File: config.mk
export PLATFORM = sky130hd
export DESIGN_NAME = gate_test_sequencer
export DESIGN_NICKNAME = d
export VERILOG_FILES = /design/src/rtl/gate_seq_pkg.sv /design/src/rtl/led_dimmer.sv /design/src/rtl/gate_test_sequencer.sv
export SDC_FILE = /design/constraint.sdc
export NUM_CORES = 1
export LEC_CHECK = 0
export ABC_AREA = 1
export BUFFER_PORTS_ARGS = -buffer_cell sky130_fd_sc_hd__buf_2
export CAP_MARGIN = 25
export CELL_PAD_IN_SITES_DETAIL_PLACEMENT = 1
export CELL_PAD_IN_SITES_GLOBAL_PLACEMENT = 1
export CORE_ASPECT_RATIO = 1.1
export CORE_MARGIN = 2
export CORE_UTILIZATION = 42
export CTS_BUF_LIST = sky130_fd_sc_hd__clkbuf_8
export DETAILED_ROUTE_END_ITERATION = 8
export PLACE_DENSITY = 0.86
export SLEW_MARGIN = 20
export SYNTH_ARGS = -nofsm -noshare
export SYNTH_HDL_FRONTEND = slang
export SYNTH_SLANG_ARGS = --single-unit
File: constraint.sdc
create_clock -name CLK -period 1.5 [get_ports CLK]
set_input_delay 0.3 -clock CLK [delete_from_list [all_inputs] [get_ports CLK]]
set_output_delay 0.3 -clock CLK [all_outputs]
set_load 0.005 [all_outputs]
File: src/rtl/gate_seq_pkg.sv
// Shared definitions for the gate test sequencer: FSM state encoding and
// truth-table constants for common two-input gates and the inverter.
package gate_seq_pkg;

    typedef enum logic [2:0] {
        IDLE   = 3'd0,
        DRIVE  = 3'd1,
        SETTLE = 3'd2,
        SAMPLE = 3'd3,
        DONE   = 3'd4
    } gate_seq_state_e;

    // Bit i is the expected gate output for input vector i.
    localparam logic [3:0] TT_NAND2 = 4'b0111;
    localparam logic [3:0] TT_AND2  = 4'b1000;
    localparam logic [3:0] TT_OR2   = 4'b1110;
    localparam logic [3:0] TT_XOR2  = 4'b0110;
    localparam logic [1:0] TT_NOT   = 2'b01;

endpackage

File: src/rtl/led_dimmer.sv
// LED dimmer: free-running counter that gates a steady LED request down to a
// DIM_ON / 2^DIM_BITS duty cycle.
module led_dimmer #(
    parameter int unsigned DIM_BITS = 8,
    parameter int unsigned DIM_ON   = 8
) (
    input  logic CLK,
    input  logic RST_N,
    input  logic in,
    output logic out
);

    localparam logic [DIM_BITS:0] DimOnThr = (DIM_BITS + 1)'(DIM_ON);

    logic [DIM_BITS-1:0] r_dim_cnt;
    logic                w_dim_lit;

    always_ff @(posedge CLK or negedge RST_N) begin
        if (!RST_N) begin
            r_dim_cnt <= '0;
        end else begin
            r_dim_cnt <= r_dim_cnt + DIM_BITS'(1);
        end
    end

    // One extra bit so DIM_ON == 2^DIM_BITS means fully on.
    assign w_dim_lit = ({1'b0, r_dim_cnt} < DimOnThr);
    assign out       = in & w_dim_lit;

endmodule

File: src/rtl/gate_test_sequencer.sv
// Exhaustive self-test controller for one combinational gate under test.
// Define GATE_SEQ_DIM_EN to dim the pass/fail LEDs through led_dimmer.
module gate_test_sequencer
    import gate_seq_pkg::*;
#(
    parameter int unsigned N_INPUTS      = 2,
    parameter int unsigned SETTLE_CYCLES = 4,
    parameter logic [15:0] EXPECT        = 16'h0007,
    parameter int unsigned DIM_BITS      = 8,
    parameter int unsigned DIM_ON        = 8
) (
    input  logic                CLK,
    input  logic                RST_N,
    input  logic                START,
    output logic [N_INPUTS-1:0] dut_a,
    input  logic                dut_y,
    output logic                busy,
    output logic                done,
    output logic                pass,
    output logic [N_INPUTS:0]   err_count,
    output logic [N_INPUTS-1:0] fail_vec,
    output logic                LED_PASS,
    output logic                LED_FAIL
);

    localparam int unsigned NumVec  = 2 ** N_INPUTS;
    localparam int unsigned CntW    = $clog2(SETTLE_CYCLES + 1);
    localparam logic [N_INPUTS:0] VecLast = (N_INPUTS + 1)'(NumVec - 1);

    if (N_INPUTS < 1 || N_INPUTS > 4) begin : g_bad_n_inputs
        $error("gate_test_sequencer: N_INPUTS must be 1..4");
    end
    if (SETTLE_CYCLES < 1) begin : g_bad_settle
        $error("gate_test_sequencer: SETTLE_CYCLES must be >= 1");
    end
    if (DIM_BITS < 1 || DIM_ON > 2 ** DIM_BITS) begin : g_bad_dim
        $error("gate_test_sequencer: DIM_ON must not exceed 2^DIM_BITS");
    end

    gate_seq_state_e     r_state;
    gate_seq_state_e     w_state_next;

    logic                r_start_meta;
    logic                r_start_sync;
    logic                r_start_prev;
    logic                w_start_pulse;

    logic [N_INPUTS:0]   r_vec;
    logic [CntW-1:0]     r_settle_cnt;
    logic [N_INPUTS:0]   r_err_count;
    logic [N_INPUTS-1:0] r_fail_vec;
    logic                r_first_fail;
    logic [N_INPUTS-1:0] r_dut_a;

    logic [NumVec-1:0]   w_tt;
    logic                w_mismatch;
    logic                w_last;

    always_ff @(posedge CLK or negedge RST_N) begin
        if (!RST_N) begin
            r_start_meta <= 1'b0;
            r_start_sync <= 1'b0;
            r_start_prev <= 1'b0;
        end else begin
            r_start_meta <= START;
            r_start_sync <= r_start_meta;
            r_start_prev <= r_start_sync;
        end
    end

    assign w_start_pulse = r_start_sync & ~r_start_prev;

    assign w_tt       = EXPECT[NumVec-1:0];
    assign w_mismatch = (dut_y != w_tt[r_vec[N_INPUTS-1:0]]);
    assign w_last     = (r_vec == VecLast);

    always_ff @(posedge CLK or negedge RST_N) begin
        if (!RST_N) begin
            r_state <= IDLE;
        end else begin
            r_state <= w_state_next;
        end
    end

    always_comb begin
        w_state_next = r_state;
        unique case (r_state)
            IDLE, DONE: if (w_start_pulse) w_state_next = DRIVE;
            DRIVE:      w_state_next = SETTLE;
            SETTLE:     if (r_settle_cnt == '0) w_state_next = SAMPLE;
            SAMPLE:     w_state_next = w_last ? DONE : DRIVE;
            default:    w_state_next = IDLE;
        endcase
    end

    always_comb begin
        busy = 1'b0;
        done = 1'b0;
        unique case (r_state)
            DRIVE, SETTLE, SAMPLE: busy = 1'b1;
            DONE:                  done = 1'b1;
            default:               ;
        endcase
    end

    always_ff @(posedge CLK or negedge RST_N) begin
        if (!RST_N) begin
            r_vec        <= '0;
            r_settle_cnt <= '0;
            r_err_count  <= '0;
            r_fail_vec   <= '0;
            r_first_fail <= 1'b0;
            r_dut_a      <= '0;
        end else begin
            unique case (r_state)
                IDLE, DONE: begin
                    if (w_start_pulse) begin
                        r_vec        <= '0;
                        r_err_count  <= '0;
                        r_fail_vec   <= '0;
                        r_first_fail <= 1'b0;
                    end
                end
                DRIVE: begin
                    r_dut_a      <= r_vec[N_INPUTS-1:0];
                    r_settle_cnt <= CntW'(SETTLE_CYCLES - 1);
                end
                SETTLE: begin
                    if (r_settle_cnt != '0) r_settle_cnt <= r_settle_cnt - CntW'(1);
                end
                SAMPLE: begin
                    if (w_mismatch) begin
                        r_err_count <= r_err_count + (N_INPUTS + 1)'(1);
                        if (!r_first_fail) begin
                            r_fail_vec   <= r_vec[N_INPUTS-1:0];
                            r_first_fail <= 1'b1;
                        end
                    end
                    // Park the GUT inputs at 0 once the sweep completes.
                    if (w_last) r_dut_a <= '0;
                    else        r_vec   <= r_vec + (N_INPUTS + 1)'(1);
                end
                default: ;
            endcase
        end
    end

    assign dut_a     = r_dut_a;
    assign err_count = r_err_count;
    assign fail_vec  = r_fail_vec;
    assign pass      = done & (r_err_count == '0);

`ifdef GATE_SEQ_DIM_EN
    led_dimmer #(
        .DIM_BITS (DIM_BITS),
        .DIM_ON   (DIM_ON)
    ) u_dim_pass (
        .CLK   (CLK),
        .RST_N (RST_N),
        .in    (pass),
        .out   (LED_PASS)
    );

    led_dimmer #(
        .DIM_BITS (DIM_BITS),
        .DIM_ON   (DIM_ON)
    ) u_dim_fail (
        .CLK   (CLK),
        .RST_N (RST_N),
        .in    (done & ~pass),
        .out   (LED_FAIL)
    );
`else
    assign LED_PASS = pass;
    assign LED_FAIL = done & ~pass;
`endif

endmodule

# After elaboration in Yosys (flattened, before gate mapping)
# Cells that the tools add are included.
# op_classes
addsub	3
magnitude_cmp	1
eq_ne	13
n_mux	24
bitwise	5
n_reduce_logical	15
# op_table
cell	n
3-bit two-way mux	7
3-bit one-hot mux with 2 select lines	3
2-bit inequality test (second input constant)	7
3-bit one-hot mux with 4 select lines	1
3-bit by 2-bit == test with 1-bit output (second input constant)	3
3-bit logical NOT	3
2-bit two-way mux	4
2-bit one-hot mux with 2 select lines	2
3-bit by 1-bit adder with 3-bit output (second input constant)	2
2-bit AND reduction	3
3-bit AND reduction	2
2-bit nonzero test	3
1-bit two-way mux	5
4-bit AND reduction	1
1-bit bitwise AND	3
3-bit by 1-bit == test with 1-bit output (second input constant)	1
3-bit == test (second input constant)	1
2-bit by 3-bit less-than comparator with 1-bit output (second input constant)	1
3-bit nonzero test	1
3-bit OR reduction	1
3-bit by 1-bit subtractor with 3-bit output (second input constant)	1
1-bit binary-select mux with 2-bit select	1
1-bit NOT	2
1-bit one-hot mux with 2 select lines	1
other kinds (2)	2
# word_totals
reg_bits	20
in_bits	4
output_inout_bits	12
word_cells	71

# Logic depth before layout (Yosys ltp)
# depth
ltp_word	5
ltp_mapped	8
mapped_depth_nobuf	8

# Least setup slack after synthesis
# Ideal clock, no wire load.
# synth_timing
path_type	register to output
startpoint	register r_state[1]
endpoint	output pass
t_arrival_ps	1120
required_ps	1200
path_slack_ps	80
path_stages_with_launch	7
path_buffers	1
path_cell_list	dfrtp_1 -> nor2_2 -> inv_1 -> nor2_1 -> inv_1 -> nor2_1 -> buf_4
# synth_between
elab_chain_len	3
# synth_lines
item	line_no	source
from (decl)	gate_test_sequencer.sv:40	gate_seq_state_e r_state;
from (signal assigned)	gate_test_sequencer.sv:81	r_state <= w_state_next;
3-bit == test	gate_test_sequencer.sv:99	unique case (r_state)
1-bit two-way mux	gate_test_sequencer.sv:99	
named net done	gate_test_sequencer.sv:18	output logic done,
1-bit bitwise AND	gate_test_sequencer.sv:151	assign pass = done & (r_err_count == '0);
to (decl)	gate_test_sequencer.sv:19	output logic pass,
# The timed path passes the listed nets, and every way through them passes these cells.

# Worst setup path in the final report
# layout_timing
startpoint	register r_state[1]
endpoint	output LED_FAIL
# layout_between
elab_chain_len	5
# layout_lines
item	line_no	source
3-bit == test (*)	gate_test_sequencer.sv:99	
1-bit two-way mux (*)	gate_test_sequencer.sv:99	
1-bit bitwise AND	gate_test_sequencer.sv:151	
1-bit NOT	gate_test_sequencer.sv:175	assign LED_FAIL = done & ~pass;
1-bit bitwise AND (*)	gate_test_sequencer.sv:175	
to (decl)	gate_test_sequencer.sv:23	output logic LED_FAIL
# Every way passes the cells marked *; elsewhere a longest branch is shown, timed or not.

==> results.sh <==
export IMPL_grt_pass1_wl_um=3640
export IMPL_syn_area_um2=977
export IMPL_fin_crit_ps=1560
export IMPL_first_global_vias=875
export IMPL_grt_max_degree=21
export IMPL_drc=0
export IMPL_cts_buffers=3
export IMPL_core_area_um2=2230
export IMPL_slew_viol_final=0
export IMPL_synth_seq_area_share_pct=51.2
export IMPL_cts_root_buffer="clkbuf_8"
export IMPL_crit_buf_inv=3
export IMPL_antenna_found_initial=0
export IMPL_die_h_um=54.6
export IMPL_hold_violations=0
export IMPL_worstPathArrival_ps=1260
export IMPL_post_route_period_util_pct=104
export IMPL_regArea_um2=503
export IMPL_fillers=268
export IMPL_required_ps=1200
export IMPL_clockBufferDepth=2
export IMPL_finalWorstSetupSlack_ps=-55.6
export IMPL_row_count=18
export IMPL_final_area_um2=1220
export IMPL_final_common_cell="nand2_1"
export IMPL_grtUsageTotal_pct=18.5
export IMPL_final_cell_mix="27 x nand2_1, 18 x inv_1, 18 x dfrtp_1"
export IMPL_rsz0062_at_grt="true"
export IMPL_cpPeakStageDelay_ps=420
export IMPL_status="finished, violations left"
export IMPL_cts_tree="built"
export IMPL_die_area_um2=2730
export IMPL_ys_seq_elements=20
export IMPL_worstMarginPinSlew_ps=462
export IMPL_r2r_setup_slack_ps=80
export IMPL_critical_path_top_delay_family="flip-flops"
export IMPL_peakVddDrop_v=0.000884
export IMPL_powerDensity_nw_per_um2=1750
export IMPL_num_nets_final=154
export IMPL_chipWidth_um=50.0
export IMPL_io_pins=16
export IMPL_slew_headroom_pct=69.2
export IMPL_overflow=0
export IMPL_fin_skew_ps=1.42
export IMPL_wl_per_cell_um=12.5
export IMPL_startpoint="r_state[1]"
export IMPL_multi_input_area_um2=409
export IMPL_placed_cell_area_um2=1090
export IMPL_cellLeakagePower_nw=0.673
export IMPL_setup_tns_ps=-117
export IMPL_initial_core_util_pct=43.8
export IMPL_r2r_start="r_state[1]"
export IMPL_via_count=830
export IMPL_worstSetupPathType="flip-flop to output port"
export IMPL_utilization_pct=54.8
export IMPL_cp_num_cells=6
export IMPL_viasPerCell=4.83
export IMPL_critPathCapture="LED_FAIL"
export IMPL_path_clk_slew_ps=70
export IMPL_first_pass_iters=2
export IMPL_gp_congestion=0.754
export IMPL_drive_above_1_share_pct=30.3
export IMPL_netlist_instances=116
export IMPL_worstHoldPathType="input port to flip-flop"
export IMPL_slowest_stage="dfrtp_1"
export IMPL_violations="setup timing"
export IMPL_drt_iter0_drc=3
export IMPL_synth_net_count=126
export IMPL_yosysWarnings=0
export IMPL_worstReg2RegEnd="dut_a[0]"
export IMPL_whs_path_depth=1
export IMPL_end_kind="output port"
export IMPL_drtAntennaViolNets=0
export IMPL_setup_viol=3
export IMPL_hpwl_um=1630
export IMPL_max_freq_ghz=0.643
export IMPL_syn_to_final_growth_pct=25.1
export IMPL_worstPathMaxFanout=2
export IMPL_crit_chain="nor2_4 > inv_2 > nor2_4 > inv_2 > a21oi_2 > buf_2"
export IMPL_synth_cell_type_count=18
export IMPL_antenna_cells=0
export IMPL_h_tree_depth=1
export IMPL_worstSkewPairLatency_ps=260
export IMPL_numClockSinks=20
export IMPL_start_kind="flip-flop"
export IMPL_r2r_worst_path_cells=6
export IMPL_avgSynthCellArea_um2=8.42
export IMPL_io_buffers=15
export IMPL_drt_wl_total_um=2140
export IMPL_maxCapViolations=0
final cells by class:
type / count / area share (%)
inverter: 23 / 7.06
sequential: 20 / 41.1
tap: 30 / 3.07
timing repair buffer: 24 / 11.9
clock buffer: 3 / 3.38
multi-input combinational: 72 / 33.5
synth_stat cells:
| master | count | area share (%) |
|---|---|---|
| a21oi_1 | 3 | 1.5 |
| buf_4 | 1 | 0.77 |
| dfrtp_1 | 20 | 51 |
| ha_1 | 6 | 7.7 |
| inv_1 | 22 | 8.5 |
| inv_2 | 1 | 0.38 |
| nand2_1 | 27 | 10 |
| nand2_2 | 2 | 1.3 |
| nand3_1 | 6 | 3.1 |
| nand3_2 | 2 | 2.0 |
| nor2_1 | 11 | 4.2 |
| nor2_2 | 1 | 0.64 |
| nor2_4 | 1 | 1.2 |
| nor3_1 | 2 | 1.0 |
| o21ai_0 | 8 | 4.1 |
| o21ai_1 | 1 | 0.51 |
| o22ai_1 | 1 | 0.64 |
| xor2_1 | 1 | 0.90 |
metal layers:
metal | vias to the layer above | track usage, % | routed length (um)
met5 | - | 0 | 0
met4 | 0 | 12.0 | 47
met3 | 5 | 2.46 | 39
met2 | 11 | 34.6 | 1200
met1 | 406 | 19.8 | 852
li1 | 408 | - | -
what timing repair did:
action	CTS	global route
pin swaps	3	4
hold endpoints to repair	12	0
hold buffers	1	0
setup buffers	4	3
cloned	0	0
resized for setup	7	6
setup endpoints to repair	4	5
through the flow:
step / hold slack [ps] / instances / worst slack, ps / total power [mW]
2_1_floorplan: 4.41 / 116 / 80.0 / 1.35
3_3_place_gp: 271 / 161 / 195 / 1.56
3_5_place_dp: 279 / 161 / 81.4 / 1.64
4_1_cts: 141 / 169 / -92.0 / 2.11
5_1_grt: 145 / 172 / -127 / 2.33
6_report: 145 / 172 / -55.6 / 2.14
worst reg2reg max path, cell delays in order, from the launching register on:
cell	delay, ps
dfrtp_1	420
buf_4	150
buf_4	140
nor3_1	270
inv_1	140
nand3_1	80
o21ai_0	90
sequential cells by signal (all words and copies together), names as in the netlist:
name and cells:
r_start_prev 1, r_settle_cnt 3, dut_a 2, fail_vec 2, r_start_meta 1, r_start_sync 1, r_first_fail 1, r_state 3
r_vec 3, err_count 3
how the worst min path moves through the flow:
stage                from            to  slack [ps]
floorplan           RST_N      dut_a[0]           4
global placement    RST_N      r_vec[2]         270
detailed placement  RST_N   fail_vec[0]         280
CTS                 START  r_start_meta         140
global route        START  r_start_meta         150
finish              START  r_start_meta         140
where the power goes:
group / switching (mW) / internal (mW) / leakage (nW)
Combinational: 0.575 / 0.402 / 0.401
Clock: 0.177 / 0.179 / 0.0216
Sequential: 0.104 / 0.706 / 0.251
cell families after synthesis:
| family | synth area share (%) |
|---|---|
| fa+ha+maj | 7.68 |
| compound gates | 6.79 |
| buf+inv | 9.60 |
| flops | 51.2 |
| simple gates | 23.8 |
| xor+xnor | 0.896 |
Note: power is estimated with default switching activity, not from simulation.
